[config.mk]
export PLATFORM = sky130hd
export DESIGN_NAME = fetch_queue
export DESIGN_NICKNAME = d
export VERILOG_FILES = /design/src/rtl/fetch_queue.sv
export SDC_FILE = /design/constraint.sdc
export NUM_CORES = 1
export LEC_CHECK = 0
export CORE_MARGIN = 2
export CORE_UTILIZATION = 40
export CTS_CLUSTER_DIAMETER = 200
export DETAILED_ROUTE_END_ITERATION = 6
export PLACE_DENSITY = 0.62
export SETUP_SLACK_MARGIN = 0.3
export SYNTH_ARGS = -nofsm -noshare
export SYNTH_HDL_FRONTEND = slang
export SYNTH_SLANG_ARGS = --single-unit
[constraint.sdc]
create_clock -name clk -period 8.5 [get_ports clk]
set_clock_uncertainty 0.1 [all_clocks]
set_input_delay 0.85 -clock clk [delete_from_list [all_inputs] [get_ports clk]]
set_output_delay 0.85 -clock clk [all_outputs]
set_load 0.03 [all_outputs]
[src/rtl/fetch_queue.sv]
// fetch_queue: DEPTH-entry {pc, instruction} FIFO between fetch and decode with sync flush and NOP on empty
module fetch_queue #(
  parameter int              XLEN     = 32,
  parameter int              DEPTH    = 4,
  parameter logic [XLEN-1:0] NOP_INSN = XLEN'(32'h00000013),
  parameter int              CNT_W    = $clog2(DEPTH + 1)
) (
  input  logic             clk,
  input  logic             rst_n,
  input  logic             flush,
  input  logic             in_valid,
  output logic             in_ready,
  input  logic [XLEN-1:0]  pc_i,
  input  logic [XLEN-1:0]  instruction_i,
  output logic             out_valid,
  input  logic             out_ready,
  output logic [XLEN-1:0]  pc,
  output logic [XLEN-1:0]  instruction,
  output logic [CNT_W-1:0] count
);
  localparam int PTR_W = $clog2(DEPTH);
  logic [XLEN-1:0]  pc_mem   [DEPTH];
  logic [XLEN-1:0]  insn_mem [DEPTH];
  logic [PTR_W-1:0] head_q, head_d, tail_q, tail_d;
  logic [CNT_W-1:0] count_q, count_d;
  logic             enq, deq;
  function automatic logic [PTR_W-1:0] inc(input logic [PTR_W-1:0] p);
    return (p == PTR_W'(DEPTH - 1)) ? '0 : p + 1'b1;
  endfunction
  assign in_ready    = count_q != CNT_W'(DEPTH);
  assign out_valid   = count_q != '0;
  assign count       = count_q;
  assign pc          = out_valid ? pc_mem[head_q] : '0;
  assign instruction = out_valid ? insn_mem[head_q] : NOP_INSN;
  always_comb begin
    enq     = in_valid && in_ready && !flush;
    deq     = out_valid && out_ready && !flush;
    head_d  = flush ? '0 : deq ? inc(head_q) : head_q;
    tail_d  = flush ? '0 : enq ? inc(tail_q) : tail_q;
    count_d = flush ? '0 : (enq && !deq) ? count_q + 1'b1 : (deq && !enq) ? count_q - 1'b1 : count_q;
  end
  always_ff @(posedge clk or negedge rst_n) begin
    if (!rst_n) begin
      head_q  <= '0;
      tail_q  <= '0;
      count_q <= '0;
    end else begin
      head_q  <= head_d;
      tail_q  <= tail_d;
      count_q <= count_d;
    end
  end
  always_ff @(posedge clk) begin
    if (enq) begin
      pc_mem[tail_q]   <= pc_i;
      insn_mem[tail_q] <= instruction_i;
    end
  end
`ifndef SYNTHESIS
  a_count: assert property (@(posedge clk) disable iff (!rst_n) count_q <= CNT_W'(DEPTH));
  a_hold: assert property (@(posedge clk) disable iff (!rst_n)
    in_valid && !in_ready |=> !in_valid || ($stable(pc_i) && $stable(instruction_i)));
`endif
endmodule

[Yosys cells after proc, flatten, opt, wreduce, memory -nomap -nowiden]
Memory sizes are Yosys's and may differ from the RTL's.
Index checks and enable logic that the tools add are counted.
Storage, ports and cells
  register bits: 7
  memories kept: 2
  input port bits: 69
  memory bits (writable): 256
  word-level logic and storage cells: 38
  output and inout port bits: 69
Cells by class
  add/sub/neg operators: 4
  equal/unequal tests: 3
  reductions and logical operators: 13
  muxes and demuxes: 13
Memories
  insn_mem: depth 4, bits a word 32, rd ports 1, clocked after Yosys merged registers in 0, write ports 1, RTL line 23  | logic [XLEN-1:0] insn_mem [DEPTH];
  pc_mem: depth 4, bits a word 32, rd ports 1, clocked after Yosys merged registers in 0, write ports 1, RTL line 22  | logic [XLEN-1:0] pc_mem [DEPTH];
Operators by type and width (count)
  2-to-1 mux 32 bit: 2
  2-to-1 mux 2 bit: 6
  2-to-1 mux 3 bit: 3
  logical AND 1 bit: 6
  nonzero test 3 bit: 2
  adder 2 x 1 -> 2 bit, second input constant: 2
  == test 2 bit, second input constant: 2
  nonzero test 2 bit: 2
  adder 3 x 1 -> 3 bit, second input constant: 1
  zero test 1 bit: 3
  != test 3 bit, second input constant: 1
  subtractor 3 x 1 -> 3 bit, second input constant: 1
  2-to-1 mux 1 bit: 2

[Logic depth before layout (Yosys ltp)]
  depth after elaboration: 8
  gate-level depth with buffers: 10
  depth with buffers taken out: 9

[Worst setup path after synthesis]
No wires, ideal clock.
  kind: register to register
  start point: reg count_q[0] (netlist: count[0])
  end point: mem insn_mem[0][0], enable pin
  data arrival time: 2912 ps
  required time: 7971 ps
  clock period less this slack: 3441 ps
  buffers on the path: 1
  stages on the path, launching flop included: 6
  slack: 5059 ps
  library setup time: 429 ps
  cell sequence: dfrtp_1 buf_2 or3b_1 nand2_2 nor2_1 and2_1
On the way
  cells in the longest elaborated chain, start to end: 5
RTL lines
  start: declaration: RTL line 25  | logic [CNT_W-1:0] count_q, count_d;
  start signal: assignment: RTL line 50  | count_q <= count_d;
  != test 3 bit: RTL line 30  | assign in_ready = count_q != CNT_W'(DEPTH);
  via in_ready: RTL line 12  | output logic in_ready,
  logical AND 1 bit (2 in a row): RTL line 36  | enq = in_valid && in_ready && !flush;
  2-to-1 mux 1 bit: RTL line 54  | if (enq) begin
  2-to-1 mux 1 bit (not written as such): RTL line 56  | insn_mem[tail_q] <= instruction_i;
  end: declaration: RTL line 23
The timed path passes the listed nets, and every way through them passes these cells.

[Worst setup path after layout]
  start point: reg head_q[0]
  end point: out instruction[1]
On the way
  cells in the longest elaborated chain, start to end: 2
RTL lines
  start: declaration: RTL line 24  | logic [PTR_W-1:0] head_q, head_d, tail_q, tail_d;
  start signal: assignment: RTL line 44  | head_q <= '0;
  start signal: assignment: RTL line 48  | head_q <= head_d;
  memory read (4 x 32 bit)
  2-to-1 mux 32 bit: RTL line 34  | assign instruction = out_valid ? insn_mem[head_q] : NOP_INSN;
  end: declaration: RTL line 18  | output logic [XLEN-1:0] instruction,
No other way between the ends.

==> metrics.csv <==
stage,metric,value,unit
pwr,ir_drop,0.219,mV
clock_network,insertion_delay,0.53,ns
outcome,outcome,"complete, no violations",
placed_design,placed_cell_area,11900,um2
critical_path,crit_arrival,3.59,ns
clock_network,post_cts_buffers,0,
yosys,synth.area.top_cells,"edfxtp_1, mux4_2, and2_1, dfrtp_1, ha_1",
sta,fmax,220,MHz
grt,grt_usage,15.1,%
critical_path,start_kind,register,
clock_network,clk_pin_slew,0.06,ns
finish,nFillCells,2084,
route,drt_iter0_drc,307,
sta,tightestPinTransition,1.11,ns
clock_network,cts_root_buf,clkbuf_16,
grt,grt_max_degree,67,
clock_network,cts.sinks,263,
grt,antenna_found_initial,1,
sta,relSlewSlack,25.8,%
finish,design_area,12700,um2
finish,layout-drive-gt1-share,17.4,%
flow_run,cap_violations,0,
sta,fin_crit_sh,53.4,%
route,post_drt_wl_per_cell,20.4,um
yosys,synth.ff_latch_count,263,
hold_path,hp-class,input port to async pin,
clock_network,clk_path_buf_depth,3,
clock_network,tritoncts,done,
clock_network,cts_resized,0,
placed_design,io_buffer_count,137,
sta,setup_tns,0,ns
yosys,synth_nets,543,
clock_network,cts_max_level,1,
clock_network,cts_buffers,28,
sta,hold_viol,0,
floorplan,rows,58,
yosys,yosysWarnings,0,
sta,drv_slew,0,
yosys,synth_ff_type,edfxtp_1,
clock_network,cts_hold_buf,0,
placed_design,dp_hpwl,10.7,mm
critical_path,worstPathMaxFanout,37,
floorplan,die_h,164,um
route,drcViolationCount,0,
yosys,synth_edf_count,256,
yosys,ys_seq_area_share,77.1,%
yosys,synth_most_common_cell,edfxtp_1,
critical_path,cp-end-kind,primary output,
yosys,synth_area_leader_cell,edfxtp_1,
yosys,yosys.area.top_type_share,75.4,%
sta,finalCriticalPeriod,4.54,ns
grt,grt_pass1_wl,30.6,mm
finish,finalNetCount,687,
yosys,synthCells,468,
yosys,synth.top_cells.by_count,"edfxtp_1, and2_1, mux4_2",
route,wirelength,19.6,mm
yosys,ys_async_sr_fraction,2.66,%
sta,setup_viol,0,
route,ant_nets,0,
finish,syn2layout_area_growth,24.9,%
critical_path,required,7.55,ns
route,vias_per_cell,5.06,
placed_design,gp_congestion,0.720,
critical_path,worstSetupPathType,register to primary output,
yosys,synth_cell_type_count,32,
floorplan,core,25100,um2
grt,grt_pass1_vias,5453,
floorplan,die_x,164,um
floorplan,io_pins,138,
yosys,syn_avg_cell_area,21.8,um2
pwr,p_leak,4.02,nW
floorplan,start_util,40.6,%
yosys,syn_area,10200,um2
finish,num_antenna_cells,0,
route,first_pass_iters,4,
floorplan,die-area,26800,um2
sta,rsz0062_at_grt,false,
pwr,powerDensity,323,nW/um2
grt,gr-total-overflow,0,
route,num_vias,4871,
## cell type report
class | count | area (um2) | area share (%)
Multi-Input combinational cell | 174 | 2180 | 17.1
Inverter | 6 | 22.5 | 0.177
Sequential cell | 263 | 7870 | 61.8
Clock inverter | 4 | 47.5 | 0.373
Clock buffer | 47 | 823 | 6.46
Tap cell | 330 | 413 | 3.24
Timing Repair Buffer | 139 | 1390 | 10.9
## report_power, final
part	leakage [nW]	total [mW]	internal, mW	switching, mW
Clock	0.421	1.14	0.685	0.456
Combinational	1.18	1.38	0.615	0.762
Sequential	2.41	1.59	1.51	0.0825
Total	4.02	4.11	2.81	1.30
## worst paths after layout
kind,from,endpoint,slack [ns],depth (start not counted)
min,rst_n,count[0]$_DFFE_PN0P_,0.51,1
max,head_q[0]$_DFFE_PN0P_,instruction[1],3.96,4
max reg2reg,count[0]$_DFFE_PN0P_,count[1]$_DFFE_PN0P_,5.07,9
min reg2reg,tail_q[1]$_DFFE_PN0P_,tail_q[1]$_DFFE_PN0P_,0.53,2
min in group clk,tail_q[1]$_DFFE_PN0P_,tail_q[1]$_DFFE_PN0P_,0.53,2
max in group asynchronous,rst_n,head_q[1]$_DFFE_PN0P_,7.48,1
## cells in the final DEF, fill, tap and decap left out, drive strengths merged, types with 2 or more instances in the layout
master / n
a21oi: 4
and2: 66
buf: 2
clkbuf: 47
clkdlybuf4s50: 137
clkinv: 2
dfrtp: 7
edfxtp: 256
ha: 5
inv: 7
mux4: 64
nand2: 7
nand3: 2
nor2: 4
nor3: 2
o22ai: 2
or2: 3
xnor2: 2
xor2: 2
## registers in the layout, summed over array words and instances (netlist names)
signal / flops
count: 3
head_q: 2
insn_mem: 128
pc_mem: 128
tail_q: 2
## critical path, cell delays in order, from the launching register on
cell and delay, ns:
dfrtp_4 0.91, buf_4 0.67, mux4_2 0.58, or2_1 0.25, clkdlybuf4s50_1 0.61
## metal layers
metal | vias up | share of wire (%) | global-route usage (%)
met5 | - | 0.066 | 0
met4 | 2 | 1.5 | 3.91
met3 | 28 | 7.0 | 4.16
met2 | 150 | 49 | 25.2
met1 | 2513 | 42 | 19.5
li1 | 2178 | - | -
## metrics by stage
stage	instances	hold slack (ns)	utilization, %	power, mW	setup slack [ns]
after floorplan	468	0.443	-	2.47	5.06
after global placement	912	0.455	47.3	3.02	4.44
after detailed placement	912	0.506	47.3	3.03	4.41
after CTS	963	0.495	50.7	4.18	3.83
after global routing	963	0.524	50.7	4.30	3.72
final	963	0.507	50.7	4.11	3.96
## logic make-up after synthesis
| kind of cell | after synthesis | synth area share [%] |
|---|---|---|
| and+or+nand+nor | 88 | 5.19 |
| adders and majority gates | 6 | 0.810 |
| xor gates and xnor gates | 4 | 0.344 |
| buffers and inverters | 31 | 1.64 |
| AOI/OAI and AO/OA | 12 | 0.785 |
| DFF | 263 | 77.1 |
| muxes | 64 | 14.1 |
Note: power is estimated with default switching activity, not from simulation.
